## src/rtl/ms_timeout_sched.sv

```systemverilog
// ms_timeout_sched
//   Shared millisecond timeout scheduler for the sideband domain. One prescaler
//   divides sb_clk down to a ms tick. That tick is shared by N_REQ independent
//   timeout channels, and each channel counts down whole milliseconds. The
//   prescaler only runs while at least one channel is busy.
//
// States
//   state   | meaning
//   IDLE    | no channel busy, prescaler held at 0, no ms_tick
//   COUNT   | at least one channel busy, prescaler wraps 0..DIV-1
//
// Ports
//   sb_clk   sideband clock, all logic on posedge
//   rst      synchronous active-low reset
//   start    per-channel arm/reload request, level-sampled
//   cancel   per-channel abort, highest priority
//   dur_ms   packed per-channel durations in ms, CNT_W bits each
//   busy     channel is counting
//   expired  one-cycle timeout pulse per channel
//   ms_tick  one-cycle pulse per elapsed ms, decoded from state
//   active   OR of busy
module ms_timeout_sched #(
    parameter int N_REQ = 4,
    parameter int DIV   = 3,
    parameter int DIV_W = 10,
    parameter int CNT_W = 8
) (
    input  logic                     sb_clk,
    input  logic                     rst,
    input  logic [N_REQ-1:0]         start,
    input  logic [N_REQ-1:0]         cancel,
    input  logic [N_REQ*CNT_W-1:0]   dur_ms,
    output logic [N_REQ-1:0]         busy,
    output logic [N_REQ-1:0]         expired,
    output logic                     ms_tick,
    output logic                     active
);

    typedef enum logic {
        ST_IDLE  = 1'b0,
        ST_COUNT = 1'b1
    } state_t;

    localparam logic [DIV_W-1:0] PRE_LAST = DIV_W'(DIV - 1);

    state_t             state_q, state_d;
    logic [DIV_W-1:0]   pre_q, pre_d;
    logic [CNT_W-1:0]   rem_q [N_REQ];
    logic [CNT_W-1:0]   rem_d [N_REQ];
    logic [N_REQ-1:0]   busy_q, busy_d;
    logic [N_REQ-1:0]   expired_q, expired_d;

    assign ms_tick = (state_q == ST_COUNT) && (pre_q == PRE_LAST);
    assign busy    = busy_q;
    assign expired = expired_q;
    assign active  = |busy_q;

    always_comb begin
        busy_d    = busy_q;
        expired_d = '0;
        for (int i = 0; i < N_REQ; i++) begin
            rem_d[i] = rem_q[i];
        end

        for (int i = 0; i < N_REQ; i++) begin
            if (cancel[i]) begin
                busy_d[i] = 1'b0;
                rem_d[i]  = '0;
            end else if (start[i]) begin
                if (dur_ms[i*CNT_W +: CNT_W] == '0) begin
                    // Zero-length timeout expires immediately. A start held high
                    // with D=0 must not produce back-to-back pulses.
                    busy_d[i]    = 1'b0;
                    rem_d[i]     = '0;
                    expired_d[i] = ~expired_q[i];
                end else begin
                    // Reload also covers the final-tick cycle, which suppresses
                    // the pending expiry.
                    busy_d[i] = 1'b1;
                    rem_d[i]  = dur_ms[i*CNT_W +: CNT_W];
                end
            end else if (busy_q[i] && ms_tick) begin
                if (rem_q[i] == CNT_W'(1)) begin
                    busy_d[i]    = 1'b0;
                    rem_d[i]     = '0;
                    expired_d[i] = 1'b1;
                end else begin
                    rem_d[i] = rem_q[i] - CNT_W'(1);
                end
            end
        end

        state_d = (|busy_d) ? ST_COUNT : ST_IDLE;

        // The prescaler starts from 0 on the first COUNT cycle and is cleared
        // on the edge that drops back to IDLE.
        if ((state_d == ST_IDLE) || (state_q == ST_IDLE)) begin
            pre_d = '0;
        end else if (pre_q == PRE_LAST) begin
            pre_d = '0;
        end else begin
            pre_d = pre_q + DIV_W'(1);
        end
    end

    always_ff @(posedge sb_clk) begin
        if (!rst) begin
            state_q   <= ST_IDLE;
            pre_q     <= '0;
            busy_q    <= '0;
            expired_q <= '0;
            for (int i = 0; i < N_REQ; i++) begin
                rem_q[i] <= '0;
            end
        end else begin
            state_q   <= state_d;
            pre_q     <= pre_d;
            busy_q    <= busy_d;
            expired_q <= expired_d;
            for (int i = 0; i < N_REQ; i++) begin
                rem_q[i] <= rem_d[i];
            end
        end
    end

endmodule
```

## config.mk

```make
export PLATFORM = sky130hd
export DESIGN_NAME = ms_timeout_sched
export DESIGN_NICKNAME = d
export VERILOG_FILES = /design/src/rtl/ms_timeout_sched.sv
export SDC_FILE = /design/constraint.sdc
export NUM_CORES = 1
export LEC_CHECK = 0
export ABC_AREA = 1
export CAP_MARGIN = 0
export CORE_AREA = 3 3 80 82
export CTS_CLUSTER_DIAMETER = 80
export DETAILED_ROUTE_END_ITERATION = 8
export DIE_AREA = 0 0 83 85
export PLACE_DENSITY = 0.87
export SYNTH_ARGS = -nofsm -noshare
export SYNTH_HDL_FRONTEND = slang
export SYNTH_SLANG_ARGS = --single-unit
```

## constraint.sdc

```tcl
create_clock -name sb_clk -period 1.8 [get_ports sb_clk]
set_clock_uncertainty 0.1 [all_clocks]
set_input_delay 0.27 -clock sb_clk [delete_from_list [all_inputs] [get_ports sb_clk]]
set_output_delay 0.27 -clock sb_clk [all_outputs]
set_load 0.05 [all_outputs]
```

### After elaboration in Yosys (flattened, before gate mapping)

Memories as Yosys holds them, arrays and structs flattened.
Index checks and enable logic that the tools add are counted.

| word-level totals | value |
|---|---|
| memories kept | 1 |
| input bits | 42 |
| memory bits (writable) | 32 |
| register bits | 19 |

| cells by class | value |
|---|---|
| bitwise gates (word level) | 11 |
| reduce and logical (&&, ||, !) cells | 17 |
| eq/ne operators | 5 |
| muxes and demuxes | 63 |
| $add $sub $neg | 5 |

Memory list:

| name | words | bits a word | rd ports | clocked after memory_dff | wr ports | line | source |
|---|---|---|---|---|---|---|---|
| rem_q | 4 | 8 | 4 | 0 | 4 | 48 | `logic [CNT_W-1:0] rem_q [N_REQ];` |

Operators with widths:

| operator | number |
|---|---|
| 8-bit 2-to-1 mux | 24 |
| 1-bit 2-to-1 mux | 39 |
| 8-bit by 1-bit equality test with 1-bit output, second input constant | 4 |
| 8-bit logical NOT | 4 |
| 8-bit by 1-bit subtractor with 8-bit output, second input constant | 4 |
| 10-bit by 1-bit adder with 10-bit output, second input constant | 1 |
| 10-bit by 2-bit equality test with 1-bit output, second input constant | 1 |
| 2-bit OR reduction | 4 |
| 4-bit OR reduction | 2 |
| 1-bit inverter | 7 |
| 1-bit logical AND | 5 |
| 1-bit bitwise OR | 4 |
| 3-bit OR reduction | 1 |
| 1-bit logical OR | 1 |

### Longest topological paths before layout

| logic depth | value |
|---|---|
| word-level depth | 11 |
| gate-level depth with buffers | 11 |
| gate-level depth less buffers | 11 |

### Least setup slack after synthesis

OpenSTA, ideal clock, no wires.

| timing | value |
|---|---|
| path kind | register to register |
| start | register busy_q[2], in the netlist busy[2] |
| end | register pre_q[7] |
| stages on the path, launching flop included | 8 |
| period minus slack after synthesis | 1.688 ns |
| data required time | 1.583 ns |
| library setup time | 0.117 ns |
| setup slack | 0.112 ns |
| arrival time | 1.471 ns |
| cell sequence | dfxtp_1 > nand4_2 > nor2_2 > nor2_1 > nor2_2 > nand2_2 > nand3_4 > nor2_2 |

| on the way | value |
|---|---|
| longest elaborated chain between the ends | 9 |

RTL lines:

| item | line | source |
|---|---|---|
| from (decl) | 50 | `logic [N_REQ-1:0] busy_q, busy_d;` |
| from (signal assigned) | 118 | `busy_q <= busy_d;` |
| 1-bit 2-to-1 mux or 1-bit logical AND (tied branches) | 83, 82 |  |
| 1-bit 2-to-1 mux * | 82 | `end else if (busy_q[i] && ms_tick) begin` |
| 1-bit 2-to-1 mux * | 69 | `end else if (start[i]) begin` |
| 1-bit 2-to-1 mux * | 66 | `if (cancel[i]) begin` |
| 4-bit OR reduction * | 93 | `state_d = (\|busy_d) ? ST_COUNT : ST_IDLE;` |
| 1-bit 2-to-1 mux * | 93 |  |
| 1-bit inverter * | 97 | `if ((state_d == ST_IDLE) \|\| (state_q == ST_IDLE)) begin` |
| 1-bit logical OR * | 97 |  |
| 3-bit OR reduction (no source line) * | -- |  |
| to (signal assigned) | 117 | `pre_q <= pre_d;` |
| to (decl) | 47 | `logic [DIV_W-1:0] pre_q, pre_d;` |

Every way passes the cells marked *; elsewhere a longest branch is shown, timed or not.
A chain may end at the register's enable or synchronous reset.

### Worst setup path after layout

| timing | value |
|---|---|
| start | register pre_q[1] |
| end | register pre_q[3] |

| on the way | value |
|---|---|
| longest elaborated chain between the ends | 11 |

RTL lines:

| item | line | source |
|---|---|---|
| 10-bit by 2-bit equality test with 1-bit output | 53, 99 |  |
| 1-bit logical AND | 53 | `assign ms_tick = (state_q == ST_COUNT) && (pre_q == PRE_LAST);` |
| 1-bit logical AND | 82 |  |
| 1-bit 2-to-1 mux | 82 |  |
| 1-bit 2-to-1 mux | 69 |  |
| 1-bit 2-to-1 mux | 66 |  |
| 4-bit OR reduction | 93 |  |
| 1-bit 2-to-1 mux | 93 |  |
| 1-bit inverter | 97 |  |
| 1-bit logical OR | 97 |  |
| 3-bit OR reduction (no source line) | -- |  |

Parallel ways exist; a longest one is shown, timed or not.

==> summary.md <==
| Metric | Value |
|---|---|
| Status | complete, but fails checks |
| Failing checks | negative setup slack |
| Global Route Usage Sum | 23.6% |
| Post-Syn Area | 3030 sq um |
| Register area share after synthesis | 33.7% |
| Net switching power | 767 uW |
| Commonest cells after routing, fill and taps aside | nand2_1 (81), nor2_1 (68), buf_4 (56) |
| Area contributors post-synth | dfxtp_1 (34%), nand2_1 (11%), nor2_1 (8.9%), a21oi_1 (6.4%), xor2_1 (4.9%) |
| Final HPWL DP | 5990 microns |
| Launch point of the worst path | pre_q[1]$_SDFF_PP0_ |
| Crit-path cells | ha_4, nand2_4, nor2_4, buf_6, nand4_1, nor2_2, nor2_2, nor2_2, nand2_2, nand3_4, nor2_2 |
| CTS tree | yes |
| CTS buffer count | 5 |
| Vias in the first global route | 3,217 |
| Min-Delay Endpoint | rem_q[1][4]$_SDFFE_PP0P_ |
| Synth Register Bits | 51 |
| Fin util | 71.6% |
| Slew Viols, Final | 0 |
| Hold Path Origin | start[1] |
| Fill count | 446 |
| Number of synthesis warnings | 0 |
| Combinational share of power | 25.1% |
| I/O Buffers | 51 |
| CP peak stage delay | 0.37 ns |
| Met2 usage | 41.0% |
| RSZ-0062 raised after global routing | yes |
| Most Frequent Cell on Critical Path | nor2_2 |
| Grt met1 use | 29.9% |
| Vias per inst | 5.39 |
| Unique masters post-synth | 33 |
| # IOs | 52 |
| Pwr dens | 608 nW/um^2 |
| Layout cell share with drive strength beyond 1 | 23.0% |
| Cells after Synth | 435 |
| Reg power frac | 47.7% |
| Clock Sinks | 51 |
| Syn Area/Cell | 6.97 sq um |
| Worst reg2reg path depth | 11 |
| Switching Share | 30.3% |
| Clock Path Buffers | 2 |
| Synth-to-Final Area Change | 37.3% |
| Final nets | 591 |
| Iter 0 DRT Violations | 218 |
| Register area | 1030 sq um |
| Leakage power figure | 0.00176 uW |
| Die area | 7060 sq um |
| Slew headroom | 70.9% |
| Commonest non-fill, non-tap cell in the layout | nand2_1 |
| Cell internal pwr | 1770 uW |
| Fmax | 0.545 GHz |
| Die Wd | 83 microns |
| Syn nets | 487 |
| Worst path slowest cell | dfxtp_2 |
| Core area | 5820 sq um |
| Cells on Worst Hold Path | 4 |
| Max Cap Viol | 0 |
| Kind of critical path | flip-flop to flip-flop |
| Die Ht | 85 microns |
| Final GP Congestion | 0.883 |
| Reg-to-reg slack, setup | -0.03 ns |
| Number of diodes | 0 |
| Clock latency at the later pin of the worst-skew pair | 0.31 ns |
| H-tree depth | 2 |
| Hold_ws | 0.390 ns |
| Root buffer cell | clkbuf_8 |
| Post-DRT Antenna Nets | 0 |
| Initial core utilization | 52.2% |
| WL/cell | 14.2 microns |
| Num rows | 28 |
| Final min period | 1.83 ns |
| Clk slew on worst S/H paths | 0.08 ns |
| Cts hold-fix bufs | 0 |
| Actual slew at the worst max-slew pin | 0.435 ns |
| Critical path peak fanout | 5 |
| Design Power | 2530 uW |
| First-pass GRT wire length | 14,200 microns |
| Max VDD drop | 356 uV |
| Met3 usage in global routing | 3.50% |
| Yosys top cell area share | 33.7% |
| Initial antenna violation count | 0 |
| Startpoint types | flip-flop |
| Setup ws final | -0.0337 ns |
| Crit share post-route | 102% |
| Reg2reg start | pre_q[1]$_SDFF_PP0_ |
| Vias | 3,308 |
| Hold Crit Class | input port to flip-flop |
| Reg2reg end | pre_q[3]$_SDFF_PP0_ |
| Worst Path Required | 1.90 ns |
| Final WL | 8690 microns |
| Total gr overflow | 0 |
| Dominant cell type by area after synthesis | dfxtp_1 |
| Crit path DAT | 1.93 ns |
| Drt pass-1 iters | 5 |
| Largest net degree at the start of global routing | 15 |
| Hold Vio Cnt, Final | 0 |
| Most used routing layer in global routing | met2 |
| Clk pwr share | 27.2% |
| Final setup violation count | 10 |
| Critical Path Sink Type | flip-flop |
| DRC viols | 0 |
| Area of the multi-input gates | 1930 sq um |
## critical path, delay by kind of cell (launching register included)
| family | cells | cell delay (ns) |
|---|---|---|
| adders and majority gates | 1 | 0.15 |
| buffers and inverters | 1 | 0.12 |
| DFF | 1 | 0.37 |
| and+or+nand+nor | 9 | 1.00 |
## sequential cells by signal, summed over array words and instances, names as in the netlist
| register | cells |
|---|---|
| state_q | 1 |
| busy | 4 |
| rem_q | 32 |
| expired | 4 |
| pre_q | 10 |
## per-stage QoR
stage | setup slack [ns] | setup TNS [ns] | instances | area (sq um)
finish | -0.0337 | -0.153 | 614 | 4160
detailed placement | -0.311 | -3.27 | 597 | 3910
floorplan | 0.112 | 0 | 435 | 3030
global placement | -0.261 | -2.78 | 597 | 3910
global route | -0.119 | -1.66 | 614 | 4160
CTS | 0.00377 | 0 | 610 | 4090
## cell type report
class / count / share of cell area, %
clock buffers: 6 / 1.98
clock inverters: 1 / 0.120
inverters: 35 / 3.16
multi-input cells: 345 / 46.4
flip-flops and latches: 51 / 24.8
well taps: 75 / 2.25
repair buffers: 101 / 21.3
## cell families after synthesis
logic type	after synthesis	share of synthesized area (%)
compound gates	72	13.0
xor+xnor	25	7.22
fa+ha+maj	10	4.13
buf+inv	40	5.16
flops	51	33.7
simple gates	237	36.8
## per-layer routing
metal  vias to the layer above  wire, microns  part of all wire (%)
li1                       1644              -                     -
met1                      1538           3660                    42
met2                       105           4400                    51
met3                        21            398                   4.6
met4                         0            226                   2.6
met5                         -              0                     0
## timing repair
item,CTS,global route
cloned,1,0
pin swaps,9,17
setup buffers,5,4
setup endpoints to repair,12,29
gates resized for setup,15,19
## worst max-delay path by stage
stage,slack [ns],endpoint,cells past startpoint
3_5_place_dp,-0.31,pre_q[7]$_SDFF_PP0_,11
6_report,-0.03,pre_q[3]$_SDFF_PP0_,11
4_1_cts,0.004,pre_q[7]$_SDFF_PP0_,12
5_1_grt,-0.12,pre_q[4]$_SDFF_PP0_,11
2_1_floorplan,0.11,pre_q[7]$_SDFF_PP0_,7
3_3_place_gp,-0.26,pre_q[1]$_SDFF_PP0_,11
## synth_stat cells, drive strengths merged
cell type	number
xor2	17
o21ai	18
a31oi	5
a21oi	39
or2	6
o211ai	3
o21bai	1
and2	3
buf	5
a22oi	4
nand4	11
inv	34
clkinv	1
nand2	87
xnor2	8
nand3b	4
ha	10
nor3	13
nor2	89
nor3b	1
nand3	22
or4	1
o2111ai	2
dfxtp	51
## power by group through the flow
stage | Clock [uW] | Sequential [uW] | Combinational (uW)
after global routing | 734 | 1220 | 703
final | 689 | 1210 | 635
after floorplan | 0 | 1240 | 337
after detailed placement | 0 | 1230 | 586
after CTS | 698 | 1210 | 609
after global placement | 0 | 1230 | 570
No activity file was read; power rests on OpenSTA's default activity.
